**src/rtl/ps2_mouse_pkg.sv**
```systemverilog
// Shared definitions for the PS/2 mouse position pipeline: packet field
// positions, status bit indices, FSM state encoding and delta extraction.
package ps2_mouse_pkg;

    localparam int unsigned ST_L   = 0;
    localparam int unsigned ST_R   = 1;
    localparam int unsigned ST_M   = 2;
    localparam int unsigned ST_ONE = 3;
    localparam int unsigned ST_XS  = 4;
    localparam int unsigned ST_YS  = 5;
    localparam int unsigned ST_XO  = 6;
    localparam int unsigned ST_YO  = 7;

    localparam int unsigned FIELD_STATUS_LSB = 0;
    localparam int unsigned FIELD_X_LSB      = 8;
    localparam int unsigned FIELD_Y_LSB      = 16;

    typedef enum logic [2:0] {
        IDLE  = 3'd0,
        CHECK = 3'd1,
        ADD_X = 3'd2,
        ADD_Y = 3'd3,
        DONE  = 3'd4
    } state_e;

    // Overflowed axes contribute no movement.
    function automatic logic signed [8:0] x_delta(input logic [23:0] pkt);
        return pkt[ST_XO] ? 9'sd0 : $signed({pkt[ST_XS], pkt[FIELD_X_LSB +: 8]});
    endfunction

    function automatic logic signed [8:0] y_delta(input logic [23:0] pkt);
        return pkt[ST_YO] ? 9'sd0 : $signed({pkt[ST_YS], pkt[FIELD_Y_LSB +: 8]});
    endfunction

endpackage

```
**src/rtl/ps2_axis_clamp.sv**
```systemverilog
// Combinational single-axis update: position +/- signed delta, clamped to [0, max_i].
module ps2_axis_clamp #(
    parameter bit SUBTRACT = 1'b0
) (
    input  logic              [9:0] pos_i,
    input  logic signed       [8:0] delta_i,
    input  logic              [9:0] max_i,
    output logic              [9:0] pos_o
);

    logic signed [11:0] delta_ext;
    logic signed [11:0] pos_ext;
    logic signed [11:0] max_ext;
    logic signed [11:0] sum;

    // One guard bit beyond 11 so a 10-bit position plus a full delta cannot wrap.
    always_comb begin
        delta_ext = {{3{delta_i[8]}}, delta_i};
        pos_ext   = $signed({2'b00, pos_i});
        max_ext   = $signed({2'b00, max_i});
        sum       = SUBTRACT ? (pos_ext - delta_ext) : (pos_ext + delta_ext);
        if (sum < 12'sd0) begin
            pos_o = '0;
        end else if (sum > max_ext) begin
            pos_o = max_i;
        end else begin
            pos_o = sum[9:0];
        end
    end

endmodule

```
**src/rtl/ps2_pos_funcmod.sv**
```systemverilog
// Turns validated PS/2 mouse packets into a clamped cursor position, button
// levels and press pulses, with a one-deep newest-wins pending packet slot.
module ps2_pos_funcmod
    import ps2_mouse_pkg::*;
#(
    parameter int unsigned XMAX  = 639,
    parameter int unsigned YMAX  = 479,
    parameter int unsigned XINIT = 320,
    parameter int unsigned YINIT = 240
) (
    input  logic        CLOCK,
    input  logic        RESET,
    input  logic        iTrig,
    input  logic [23:0] iData,
    output logic [9:0]  oX,
    output logic [9:0]  oY,
    output logic [2:0]  oBtn,
    output logic [2:0]  oClick,
    output logic        oTrig,
    output logic        oErr
);

    localparam logic [9:0] XMAX_L  = 10'(XMAX);
    localparam logic [9:0] YMAX_L  = 10'(YMAX);
    localparam logic [9:0] XINIT_L = 10'(XINIT);
    localparam logic [9:0] YINIT_L = 10'(YINIT);

    state_e      state_q, state_d;
    logic [23:0] work_q, work_d;
    logic [23:0] pend_q, pend_d;
    logic        pend_vld_q, pend_vld_d;
    logic [9:0]  x_q, x_d;
    logic [9:0]  y_q, y_d;
    logic [2:0]  btn_q, btn_d;
    logic [2:0]  click_q, click_d;
    logic        trig_q, trig_d;
    logic        err_q, err_d;
    logic [9:0]  x_next, y_next;

    ps2_axis_clamp #(.SUBTRACT(1'b0)) u_clamp_x (
        .pos_i   (x_q),
        .delta_i (x_delta(work_q)),
        .max_i   (XMAX_L),
        .pos_o   (x_next)
    );

    // Y is screen-down positive while the mouse reports up-positive.
    ps2_axis_clamp #(.SUBTRACT(1'b1)) u_clamp_y (
        .pos_i   (y_q),
        .delta_i (y_delta(work_q)),
        .max_i   (YMAX_L),
        .pos_o   (y_next)
    );

    always_comb begin
        state_d    = state_q;
        work_d     = work_q;
        pend_d     = pend_q;
        pend_vld_d = pend_vld_q;
        x_d        = x_q;
        y_d        = y_q;
        btn_d      = btn_q;
        click_d    = '0;
        trig_d     = 1'b0;
        err_d      = 1'b0;

        case (state_q)
            IDLE: begin
                if (pend_vld_q) begin
                    work_d     = pend_q;
                    pend_vld_d = 1'b0;
                    state_d    = CHECK;
                end else if (iTrig) begin
                    work_d  = iData;
                    state_d = CHECK;
                end
            end
            CHECK: begin
                if (!work_q[ST_ONE]) begin
                    err_d   = 1'b1;
                    state_d = IDLE;
                end else begin
                    state_d = ADD_X;
                end
            end
            ADD_X: begin
                x_d     = x_next;
                state_d = ADD_Y;
            end
            // Button/pulse registers load on entry to DONE so oTrig, oBtn,
            // oClick and the final oY are all visible during the DONE cycle.
            ADD_Y: begin
                y_d     = y_next;
                btn_d   = work_q[ST_M:ST_L];
                click_d = work_q[ST_M:ST_L] & ~btn_q;
                trig_d  = 1'b1;
                state_d = DONE;
            end
            DONE: begin
                if (pend_vld_q) begin
                    work_d     = pend_q;
                    pend_vld_d = 1'b0;
                    state_d    = CHECK;
                end else begin
                    state_d = IDLE;
                end
            end
            default: state_d = IDLE;
        endcase

        // A trigger not taken directly into the work register goes to the
        // pending slot, overriding any consume in the same cycle.
        if (iTrig && !(state_q == IDLE && !pend_vld_q)) begin
            pend_d     = iData;
            pend_vld_d = 1'b1;
        end
    end

    always_ff @(posedge CLOCK or negedge RESET) begin
        if (!RESET) begin
            state_q    <= IDLE;
            work_q     <= '0;
            pend_q     <= '0;
            pend_vld_q <= 1'b0;
            x_q        <= XINIT_L;
            y_q        <= YINIT_L;
            btn_q      <= '0;
            click_q    <= '0;
            trig_q     <= 1'b0;
            err_q      <= 1'b0;
        end else begin
            state_q    <= state_d;
            work_q     <= work_d;
            pend_q     <= pend_d;
            pend_vld_q <= pend_vld_d;
            x_q        <= x_d;
            y_q        <= y_d;
            btn_q      <= btn_d;
            click_q    <= click_d;
            trig_q     <= trig_d;
            err_q      <= err_d;
        end
    end

    assign oX     = x_q;
    assign oY     = y_q;
    assign oBtn   = btn_q;
    assign oClick = click_q;
    assign oTrig  = trig_q;
    assign oErr   = err_q;

endmodule

```
**config.mk**
```make
export PLATFORM = sky130hd
export DESIGN_NAME = ps2_pos_funcmod
export DESIGN_NICKNAME = d
export VERILOG_FILES = /design/src/rtl/ps2_mouse_pkg.sv /design/src/rtl/ps2_axis_clamp.sv /design/src/rtl/ps2_pos_funcmod.sv
export SDC_FILE = /design/constraint.sdc
export NUM_CORES = 1
export LEC_CHECK = 0
export BUFFER_PORTS_ARGS = -buffer_cell sky130_fd_sc_hd__buf_2
export CORE_MARGIN = 4
export CORE_UTILIZATION = 36
export CTS_CLUSTER_SIZE = 12
export DETAILED_ROUTE_END_ITERATION = 10
export GPL_TIMING_DRIVEN = 1
export PLACE_DENSITY = 0.6
export SETUP_SLACK_MARGIN = 0.4
export SLEW_MARGIN = 20
export SYNTH_ARGS = -nofsm -noshare
export SYNTH_HDL_FRONTEND = slang
export SYNTH_SLANG_ARGS = --single-unit
```
**constraint.sdc**
```tcl
create_clock -name CLOCK -period 5.1 [get_ports CLOCK]
set_clock_uncertainty 0.1 [all_clocks]
set_input_delay 0.51 -clock CLOCK [delete_from_list [all_inputs] [get_ports CLOCK]]
set_output_delay 0.51 -clock CLOCK [all_outputs]
set_load 0.02 [all_outputs]
```
==> metrics.txt <==
crit-path max FO 10; worst r2r path cells 8; maxcap violations 0; net count reported at finish 551; async set-or-reset flop fraction in the synthesized netlist 1.00; Peak VDD IR 0.246 mV; clk_lat worst skew 0.34 ns; via count 3418; post-synthesis adder-cell area fraction 0.0712; Synth Area in Compound Gates 0.164; routability cong. 0.868; worst-margin pin slew 1.03 ns; detailed-placement wirelength estimate 7380 um; FF+latch area 2010 um2; Routed Antenna Nets 0; Rows 41; Cells after DPL 660; Avg Inst Size Synth 10.3 um2; I/O Buffers 54; final WL 10000 um; Setup-failing EPs final 0; Via density 5.06; grt ovf 0; worst path required time 5.23 ns; Period minus WS final 3.07 ns; cells after synthesis 449; P_leak 2.46 nW; Remaining DRCs 0; layout cell share with drive strength beyond 1 0.238; DP Worst Slack 2.03 ns; Synth Net Count 501; Finished Cell Area 5370 um2; die width 121 um; Arr. time, crit path 3.21 ns; mux cell area share after synthesis 0.119; setup TNS 0 ns; DRT Pass-1 Iters 4; Final period util 0.603; CTS sink cnt 80; reg2reg start work_q[6]$_DFFE_PN0P_; Die ar. 14700 um2; largest family of logic cells by synthesized area compound AO/OA/AOI/OAI gates; mapped cell area 4600 um2; critical path type flop to flop; largest net degree at the start of global routing 81; top cell type by total area after synthesis dfrtp_1; Ports 55; synth warn 0; worst-case clock buffer depth 2; CP Launch Type flop; cts hold-fix bufs 0; vias in the first global route 3444; core area 12600 um2; r2r setup slk 2.03 ns; Non-Filler Instances 676; initial antenna violation count 0; reg2reg end oX[9]$_DFFE_PN0P_; clock-pin slew on the worst setup and hold paths 0.06 ns; Avg WL per Cell 14.8 um; Hold WC Path Type primary input to async pin; Die Span Y 121 um; synth cell count leaders dfrtp_1 (74), nand2_1 (63), o21ai_0 (33); xor and xnor area share after synthesis 0.0285; Slew Limit Headroom 0.309; sequential fraction of the synthesis area 0.437; Simple-Gate Fraction of Synth Area 0.153; cts bufs inserted 9; Post-synth EDFFs 0; Yosys cell types 62; power per cell area 738 nW/um2; unrepaired setup endpoints after global routing false; H-tree Lvls 3; FILL cells 1212; Hold WS 0.0833 ns; Peak Freq 325 MHz; area growth from synthesis to layout 16.6%; Main synth FF type dfrtp_1; initial drt markers 175; setup slack after layout 2.03 ns; final hold violations 0; diode count 0; status completed; Synth top area share 0.402; count leader, synth dfrtp_1; first-pass GRT wire length 17400 um; Root Buffer clkbuf_16; Post-CTS Resized 0; Critical Path Sink Type flop; setup bufs post-CTS 0; CTS tree built; synth top area cells dfrtp_1 (40%), ha_1 (6.3%), mux2_2 (6.1%), mux2i_1 (5.4%), nand2_1 (5.1%); Slew Viols, Final 0; initial core utilization 0.366; Multi-input gate area 2490 um2; post-synthesis register bit count 80; total global-route track usage 0.148; DP Area 5060 um2
==> per-stage QoR <==
step / power [mW] / util
after floorplan: 2.81 / -
after global placement: 3.26 / 0.403
after detailed placement: 3.32 / 0.403
after CTS: 3.99 / 0.427
after global routing: 4.30 / 0.427
final: 3.96 / 0.427
==> sequential cells by signal, summed over array words and instances (netlist names) <==
| name | count |
|---|---|
| state_q | 3 |
| oBtn | 3 |
| oY | 10 |
| pend_q | 24 |
| oErr | 1 |
| pend_vld_q | 1 |
| oClick | 3 |
| oX | 10 |
| oTrig | 1 |
| work_q | 24 |
==> worst max-delay path by stage <==
stage,startpoint,endpoint,depth (start not counted)
after floorplan,work_q[7]$_DFFE_PN0P_,oY[7]$_DFFE_PN1P_,12
after global placement,work_q[7]$_DFFE_PN0P_,oY[7]$_DFFE_PN1P_,11
after detailed placement,work_q[6]$_DFFE_PN0P_,oX[2]$_DFFE_PN0P_,11
after CTS,work_q[6]$_DFFE_PN0P_,oX[2]$_DFFE_PN0P_,11
after global routing,work_q[6]$_DFFE_PN0P_,oX[9]$_DFFE_PN0P_,9
final,work_q[6]$_DFFE_PN0P_,oX[9]$_DFFE_PN0P_,8
==> placed cells by master, fill, tap and decap left out, drive strengths merged, types with 2 or more instances in the layout <==
| master | Yosys | routed |
|---|---|---|
| a2111oi | 2 | 2 |
| a211oi | 3 | 3 |
| a21o | 6 | 6 |
| a21oi | 17 | 17 |
| a32oi | 5 | 5 |
| and2 | 2 | 2 |
| buf | 5 | 56 |
| clkbuf | 12 | 10 |
| clkinv | 0 | 2 |
| clkinvlp | 0 | 3 |
| dfrtp | 74 | 74 |
| dfstp | 6 | 6 |
| fa | 2 | 2 |
| ha | 23 | 23 |
| inv | 15 | 15 |
| mux2 | 26 | 26 |
| mux2i | 25 | 25 |
| nand2 | 63 | 63 |
| nand2b | 21 | 21 |
| nand3 | 5 | 5 |
| nand3b | 3 | 3 |
| nor2 | 17 | 17 |
| nor2b | 14 | 14 |
| nor3 | 4 | 4 |
| nor3b | 4 | 4 |
| o211ai | 10 | 10 |
| o21a | 2 | 2 |
| o21ai | 38 | 38 |
| o311ai | 2 | 2 |
| o31ai | 4 | 4 |
| or2 | 2 | 2 |
| xnor2 | 10 | 10 |
| xor2 | 5 | 5 |
==> cells by family (layout without fill, tap and decap cells) <==
| logic type | Yosys count | after routing |
|---|---|---|
| XOR/XNOR | 15 | 15 |
| AND/OR/NAND/NOR | 143 | 143 |
| AO/OA/AOI/OAI | 103 | 103 |
| adder cells (fa/ha/maj) | 25 | 25 |
| multiplexers | 51 | 51 |
| buffers and inverters | 32 | 87 |
| flip-flops | 80 | 80 |
==> critical path: stages (launching register included) <==
cell     delay (ns)
dfrtp_1        0.47
nor2b_1        0.21
ha_1           0.33
a21oi_1        0.43
o22ai_1        0.25
nor3_1         0.35
mux2i_1        0.56
a21oi_1        0.09
a21o_1         0.19
==> per-layer routing <==
metal  GRT usage  vias to the layer above  share of wire
li1            -                     1707              -
met1       0.206                     1649           0.49
met5           0                        -              0
met2       0.228                       45           0.46
met3      0.0242                       17          0.029
met4      0.0644                        0          0.022
==> where the power goes <==
group	switching [mW]	total, mW	internal (mW)	leakage, nW
combinational	1.25	2.18	0.929	1.35
sequential	0.208	1.12	0.910	0.976
clock	0.278	0.659	0.381	0.135
==> cell type report <==
type,count,share of cell area
Timing Repair Buffer,56,0.0543
Multi-Input combinational cell,337,0.465
Tap cell,172,0.0401
Inverter,15,0.0105
Clock inverter,6,0.0131
Clock buffer,10,0.0427
Sequential cell,80,0.375
No activity file was read; power rests on OpenSTA's default activity.
